===== src/rtl/dsp_pkg.sv =====
// Shared DSP audio definitions: pass-control state encoding and the default
// RAM/channel/frame widths used by both the frame writer and the sequencer.
package dsp_pkg;

  localparam int unsigned DEF_CHAN_W  = 4;
  localparam int unsigned DEF_FRAME_W = 4;
  localparam int unsigned DEF_AUDIO_W = 9;

  typedef enum logic [1:0] {
    ST_IDLE  = 2'd0,
    ST_RUN   = 2'd1,
    ST_FLUSH = 2'd2
  } state_e;

endpackage


===== src/rtl/frame_chan_counter.sv =====
// Tracks the expected channel within a frame and the circular write frame index.
// Resyncs to the received channel so one bad tag does not misalign the whole frame.
module frame_chan_counter
  import dsp_pkg::*;
#(
  parameter int unsigned CHAN_W  = DEF_CHAN_W,
  parameter int unsigned FRAME_W = DEF_FRAME_W,
  parameter int unsigned NCHAN   = 16
) (
  input  logic               ck,
  input  logic               rst,
  input  logic               accept,
  input  logic [CHAN_W-1:0]  in_chan,
  output logic [CHAN_W-1:0]  exp_chan,
  output logic [FRAME_W-1:0] wr_frame,
  output logic               frame_done
);

  localparam logic [CHAN_W-1:0] LastChan = CHAN_W'(NCHAN - 1);

  logic [CHAN_W-1:0]  exp_chan_q, exp_chan_d;
  logic [FRAME_W-1:0] wr_frame_q, wr_frame_d;

  assign frame_done = accept && (in_chan == LastChan);

  always_comb begin
    exp_chan_d = exp_chan_q;
    wr_frame_d = wr_frame_q;
    if (accept) begin
      exp_chan_d = frame_done ? '0 : in_chan + CHAN_W'(1);
    end
    // Natural FRAME_W-bit overflow gives the circular wrap.
    if (frame_done) begin
      wr_frame_d = wr_frame_q + FRAME_W'(1);
    end
  end

  always_ff @(posedge ck or negedge rst) begin
    if (!rst) begin
      exp_chan_q <= '0;
      wr_frame_q <= '0;
    end else begin
      exp_chan_q <= exp_chan_d;
      wr_frame_q <= wr_frame_d;
    end
  end

  assign exp_chan = exp_chan_q;
  assign wr_frame = wr_frame_q;

endmodule


===== src/rtl/audio_frame_writer.sv =====
// Writes tagged input samples into the circular audio RAM and, per completed frame,
// runs one sequencer pass (run / done / one-cycle flush) with a single pending slot.
module audio_frame_writer
  import dsp_pkg::*;
#(
  parameter int unsigned CHAN_W  = DEF_CHAN_W,
  parameter int unsigned FRAME_W = DEF_FRAME_W,
  parameter int unsigned AUDIO_W = DEF_AUDIO_W,
  parameter int unsigned NCHAN   = 16
) (
  input  logic               ck,
  input  logic               rst,
  input  logic               in_valid,
  input  logic [CHAN_W-1:0]  in_chan,
  input  logic [15:0]        in_data,
  output logic               in_ready,
  output logic               audio_we,
  output logic [AUDIO_W-1:0] audio_waddr,
  output logic [15:0]        audio_wdata,
  output logic [FRAME_W-1:0] frame,
  output logic               seq_run,
  input  logic               seq_done,
  output logic               late,
  output logic               error
);

  localparam logic [CHAN_W-1:0] LastChan = CHAN_W'(NCHAN - 1);

  logic [CHAN_W-1:0]  exp_chan;
  logic [FRAME_W-1:0] wr_frame;
  logic               frame_done;
  logic               accept;

  logic               we_q;
  logic [AUDIO_W-1:0] waddr_q;
  logic [15:0]        wdata_q;

  // Frame completion is acted on when its last write lands, not when it is accepted.
  logic               done_q;
  logic [FRAME_W-1:0] done_frame_q;

  state_e             state_q, state_d;
  logic [FRAME_W-1:0] frame_q, frame_d;
  logic               pending_q, pending_d;
  logic [FRAME_W-1:0] pend_frame_q, pend_frame_d;
  logic               late_q, late_d;
  logic               error_q;

  // Holding the last channel while a frame is already pending stops a third completion.
  assign in_ready = !(pending_q && (exp_chan == LastChan));
  assign accept   = in_valid && in_ready;

  frame_chan_counter #(
    .CHAN_W  (CHAN_W),
    .FRAME_W (FRAME_W),
    .NCHAN   (NCHAN)
  ) u_counter (
    .ck         (ck),
    .rst        (rst),
    .accept     (accept),
    .in_chan    (in_chan),
    .exp_chan   (exp_chan),
    .wr_frame   (wr_frame),
    .frame_done (frame_done)
  );

  always_ff @(posedge ck or negedge rst) begin
    if (!rst) begin
      we_q         <= 1'b0;
      waddr_q      <= '0;
      wdata_q      <= '0;
      done_q       <= 1'b0;
      done_frame_q <= '0;
      error_q      <= 1'b0;
    end else begin
      we_q   <= accept;
      done_q <= frame_done;
      if (accept) begin
        waddr_q <= AUDIO_W'({wr_frame, in_chan});
        wdata_q <= in_data;
        if (in_chan != exp_chan) begin
          error_q <= 1'b1;
        end
      end
      if (frame_done) begin
        done_frame_q <= wr_frame;
      end
    end
  end

  always_comb begin
    state_d      = state_q;
    frame_d      = frame_q;
    pending_d    = pending_q;
    pend_frame_d = pend_frame_q;
    late_d       = late_q;
    unique case (state_q)
      ST_IDLE: begin
        // A frame parked during the last flush is launched before anything new.
        if (pending_q) begin
          frame_d   = pend_frame_q;
          pending_d = 1'b0;
          state_d   = ST_RUN;
        end else if (done_q) begin
          frame_d = done_frame_q;
          state_d = ST_RUN;
        end
      end
      ST_RUN: begin
        if (seq_done) begin
          state_d = ST_FLUSH;
        end
      end
      ST_FLUSH: begin
        if (pending_q) begin
          frame_d   = pend_frame_q;
          pending_d = 1'b0;
          state_d   = ST_RUN;
        end else begin
          state_d = ST_IDLE;
        end
      end
      default: begin
        state_d = ST_IDLE;
      end
    endcase
    // Applied last so a completion in the same cycle as a pending launch re-fills the slot.
    if (done_q && ((state_q != ST_IDLE) || pending_q)) begin
      pend_frame_d = done_frame_q;
      pending_d    = 1'b1;
      late_d       = (state_q != ST_IDLE) ? 1'b1 : late_q;
    end
  end

  always_ff @(posedge ck or negedge rst) begin
    if (!rst) begin
      state_q      <= ST_IDLE;
      frame_q      <= '0;
      pending_q    <= 1'b0;
      pend_frame_q <= '0;
      late_q       <= 1'b0;
    end else begin
      state_q      <= state_d;
      frame_q      <= frame_d;
      pending_q    <= pending_d;
      pend_frame_q <= pend_frame_d;
      late_q       <= late_d;
    end
  end

  assign audio_we    = we_q;
  assign audio_waddr = waddr_q;
  assign audio_wdata = wdata_q;
  assign frame       = frame_q;
  assign seq_run     = (state_q == ST_RUN);
  assign late        = late_q;
  assign error       = error_q;

endmodule


===== config.mk =====
export PLATFORM = sky130hd
export DESIGN_NAME = audio_frame_writer
export DESIGN_NICKNAME = d
export VERILOG_FILES = /design/src/rtl/dsp_pkg.sv /design/src/rtl/frame_chan_counter.sv /design/src/rtl/audio_frame_writer.sv
export SDC_FILE = /design/constraint.sdc
export NUM_CORES = 1
export LEC_CHECK = 0
export ABC_AREA = 0
export CORE_MARGIN = 1
export CORE_UTILIZATION = 51
export DETAILED_ROUTE_END_ITERATION = 8
export HOLD_SLACK_MARGIN = 0.12
export PLACE_DENSITY = 0.93
export SLEW_MARGIN = 40
export SYNTH_ARGS = -nofsm -noshare
export SYNTH_HDL_FRONTEND = slang
export SYNTH_SLANG_ARGS = --single-unit

===== constraint.sdc =====
create_clock -name ck -period 2.4 [get_ports ck]
set_input_delay 0.48 -clock ck [delete_from_list [all_inputs] [get_ports ck]]
set_output_delay 0.48 -clock ck [all_outputs]
set_load 0.005 [all_outputs]

==> metrics.txt <==
Syn Inst Count=146; fin worst setup slack=0.1491 ns; Via density=5.264; Worst EP required=1.92 ns; LEAKAGE=1.288 nW; Clock power frac=32.3%; CTS Root Cell=clkbuf_8; Post-CTS Setup Bufs=0; Initial Util=55.01%; design internal power=between 0.0015 and 0.002 W; RSZ-0062 raised after global routing=no; Routed Antenna Nets=0; number of global-route vias before repair=1476; max_cap viols=0; clk slew on worst S/H paths=roughly 0.09 ns; vias post-DR=1358; R2R depth=4; crit end category=primary output; worst-path fanout max=5; hpwl dp=3.030 mm; final setup fails=0; WL/cell=16.07 microns; Synth cell types=33; share of cells above drive strength 1=approximately 24%; pre-CTS setup slack=0.1452 ns; Longest Clk Path Bufs=2; # port buffers=56; nets=about 240; peak supply drop=0.0009226 V; Hold Crit Class=in -> async; CP max-delay cell=clkdlybuf4s50_1; fin. max-slew vios=0; Syn Area/Cell=14.21 sq um; Synth-to-Final Area Change=37.70%; initial DRC count=52; Die Span Y=65.78 microns; IO Count=58; endpoints failing hold=0; FF+latch count, synth=51; Tightest Pin Transition=0.7454 ns; final wirelength=~4.1 mm; number of synthesized flops with an enable pin=0; Comb pwr share=18.2%; Flop pwr share=between 40% and 50%; CP max stage delay=0.47 ns; YS warnings=0; Peak Freq=444.3 MHz; worst path cell trace=nand4_2 > or2_2 > clkdlybuf4s50_1; Seq/Total Area, Yosys=about three fifths; Net Count, Synth=172; Max Clock Skew=0.004631 ns; WS Path Type=reg -> out; Cell Pwr Density=756.7 nW/um^2; status=completed; gpl congestion=0.8351; gr ovfl total=0; Switching Share=23.53%; Top FF cell, synth=dfrtp_1; min Tclk post-route=between 2 and 2.5 ns; Arr. time, crit path=roughly 1.8 ns; Cell Area, Synth=2074 sq um; DIE WIDTH=~66 microns; pin count of the biggest net entering global routing=29; Slew Limit Headroom=49.88%; # hold bufs at CTS=0; post-synthesis async set-or-reset flop share=100.0%; gr usage total=21.37%; Detailed Routing Iterations Pass 1=4; global-route wire length before repair=between 6 and 7 mm; TritonCTS Buffers=5; H-tree depth=2; later-pin clock latency in the skew report=approximately 0.3 ns; CTS Sinks=51; die area=4326 sq um; CP Launch Type=register; DRC=0; antenna cells=0; core footprint=3771 sq um; post-route setup TNS=0 ns; initial antenna violation count=0; CTS tree=yes; Sw Pwr=0.0005085 W; CTS resizes=0; Cell Rows=22; crit share post-route=93.79%
## metrics by stage
step,hold WS (ns),instances,total power (W),instance area [sq um],util [%]
global route,0.1830,258,0.002261,2856,75.75
detailed placement,0.4697,249,0.001475,2693,71.40
global placement,0.4492,249,0.001444,2693,71.40
CTS,0.1673,257,0.002173,2829,75.02
finish,0.1503,258,0.002161,2856,75.75
floorplan,0.1844,146,0.001222,2074,-
## power groups by stage
stage / sequential [W] / clock, W / combinational (W)
2_1_floorplan: 0.00107 / 0 / 0.000155
3_3_place_gp: 0.00107 / 0 / 0.000373
3_5_place_dp: 0.00108 / 0 / 0.000392
4_1_cts: 0.00107 / 0.000709 / 0.000396
5_1_grt: 0.00109 / 0.000743 / 0.000433
6_report: 0.00107 / 0.000699 / 0.000394
## worst paths after layout
kind	startpoint	endpoint	slack [ns]
setup / recovery	pending_q	in_ready	0.15
hold / removal	rst	audio_wdata[5]	0.15
hold reg to reg	error	error	0.49
max in group asynchronous	rst	pend_frame_q[0]	1.72
min in group ck	error	error	0.49
setup reg to reg	pending_q	audio_wdata[0]	0.69
## flip-flops by register name, summed over array words and instances (netlist names)
name,cells
audio_waddr,8
audio_wdata,16
audio_we,1
done_frame_q,4
done_q,1
error,1
frame,4
late,1
pend_frame_q,4
pending_q,1
state_q,2
u_counter.exp_chan,4
u_counter.wr_frame,4
## cell type report
type	instances	area, sq um
clock buffer	5	68.82
clock inverter	3	67.56
fill	221	914.6
inverter	3	11.26
multi-input combinational	87	747.0
sequential	51	1276
tap	48	60.06
timing repair buffer	61	625.6
## layout by cell type (no fill, tap or decap), types with 2 or more instances in the layout
cell | Yosys | routed
nand2_1 | 8 | 8
nor2_1 | 3 | 3
clkdlybuf4s50_1 | 0 | 55
xor2_1 | 5 | 5
dfrtp_1 | 51 | 51
bufinv_16 | 0 | 2
a21oi_1 | 3 | 3
o31ai_1 | 2 | 2
mux2i_1 | 4 | 4
xnor2_1 | 3 | 3
buf_4 | 1 | 3
o21ai_0 | 5 | 5
clkbuf_8 | 0 | 5
ha_1 | 2 | 2
o21ai_1 | 2 | 2
mux2_2 | 34 | 34
inv_1 | 3 | 3
## synthesized netlist by cell type, types with 2 or more instances
cell	instances	area share [%]
mux2_2	34	18
a21oi_1	3	0.72
mux2i_1	4	1.9
inv_1	3	0.54
o21ai_0	5	1.2
nand2_1	8	1.4
ha_1	2	1.2
o21ai_1	2	0.48
nor2_1	3	0.54
xor2_1	5	2.1
dfrtp_1	51	62
xnor2_1	3	1.3
buf_6	2	1.1
o31ai_1	2	0.72
## routing by layer
layer	global-route usage (%)	vias up	wire [microns]
li1	-	633	-
met1	26.08	685	1761
met2	38.14	37	2186
met3	3.966	3	161
met4	6.250	0	35
met5	0	-	0
## worst max-delay path: cells and delay by family, from the launching register on
family / cells / cell delay (ns)
buf+inv: 1 / 0.47
flops: 1 / 0.46
simple gates: 2 / 0.54
## logic make-up after synthesis
group / Yosys count / share of synthesized area, %
muxes: 38 / 20.39
DFF: 51 / 61.52
buffers and inverters: 8 / 2.472
AOI/OAI and AO/OA: 18 / 5.730
and+or+nand+nor: 20 / 5.128
adders and majority gates: 2 / 1.206
other: 1 / 0.1808
xor gates and xnor gates: 8 / 3.378
Power figures use the tool's default switching activity.
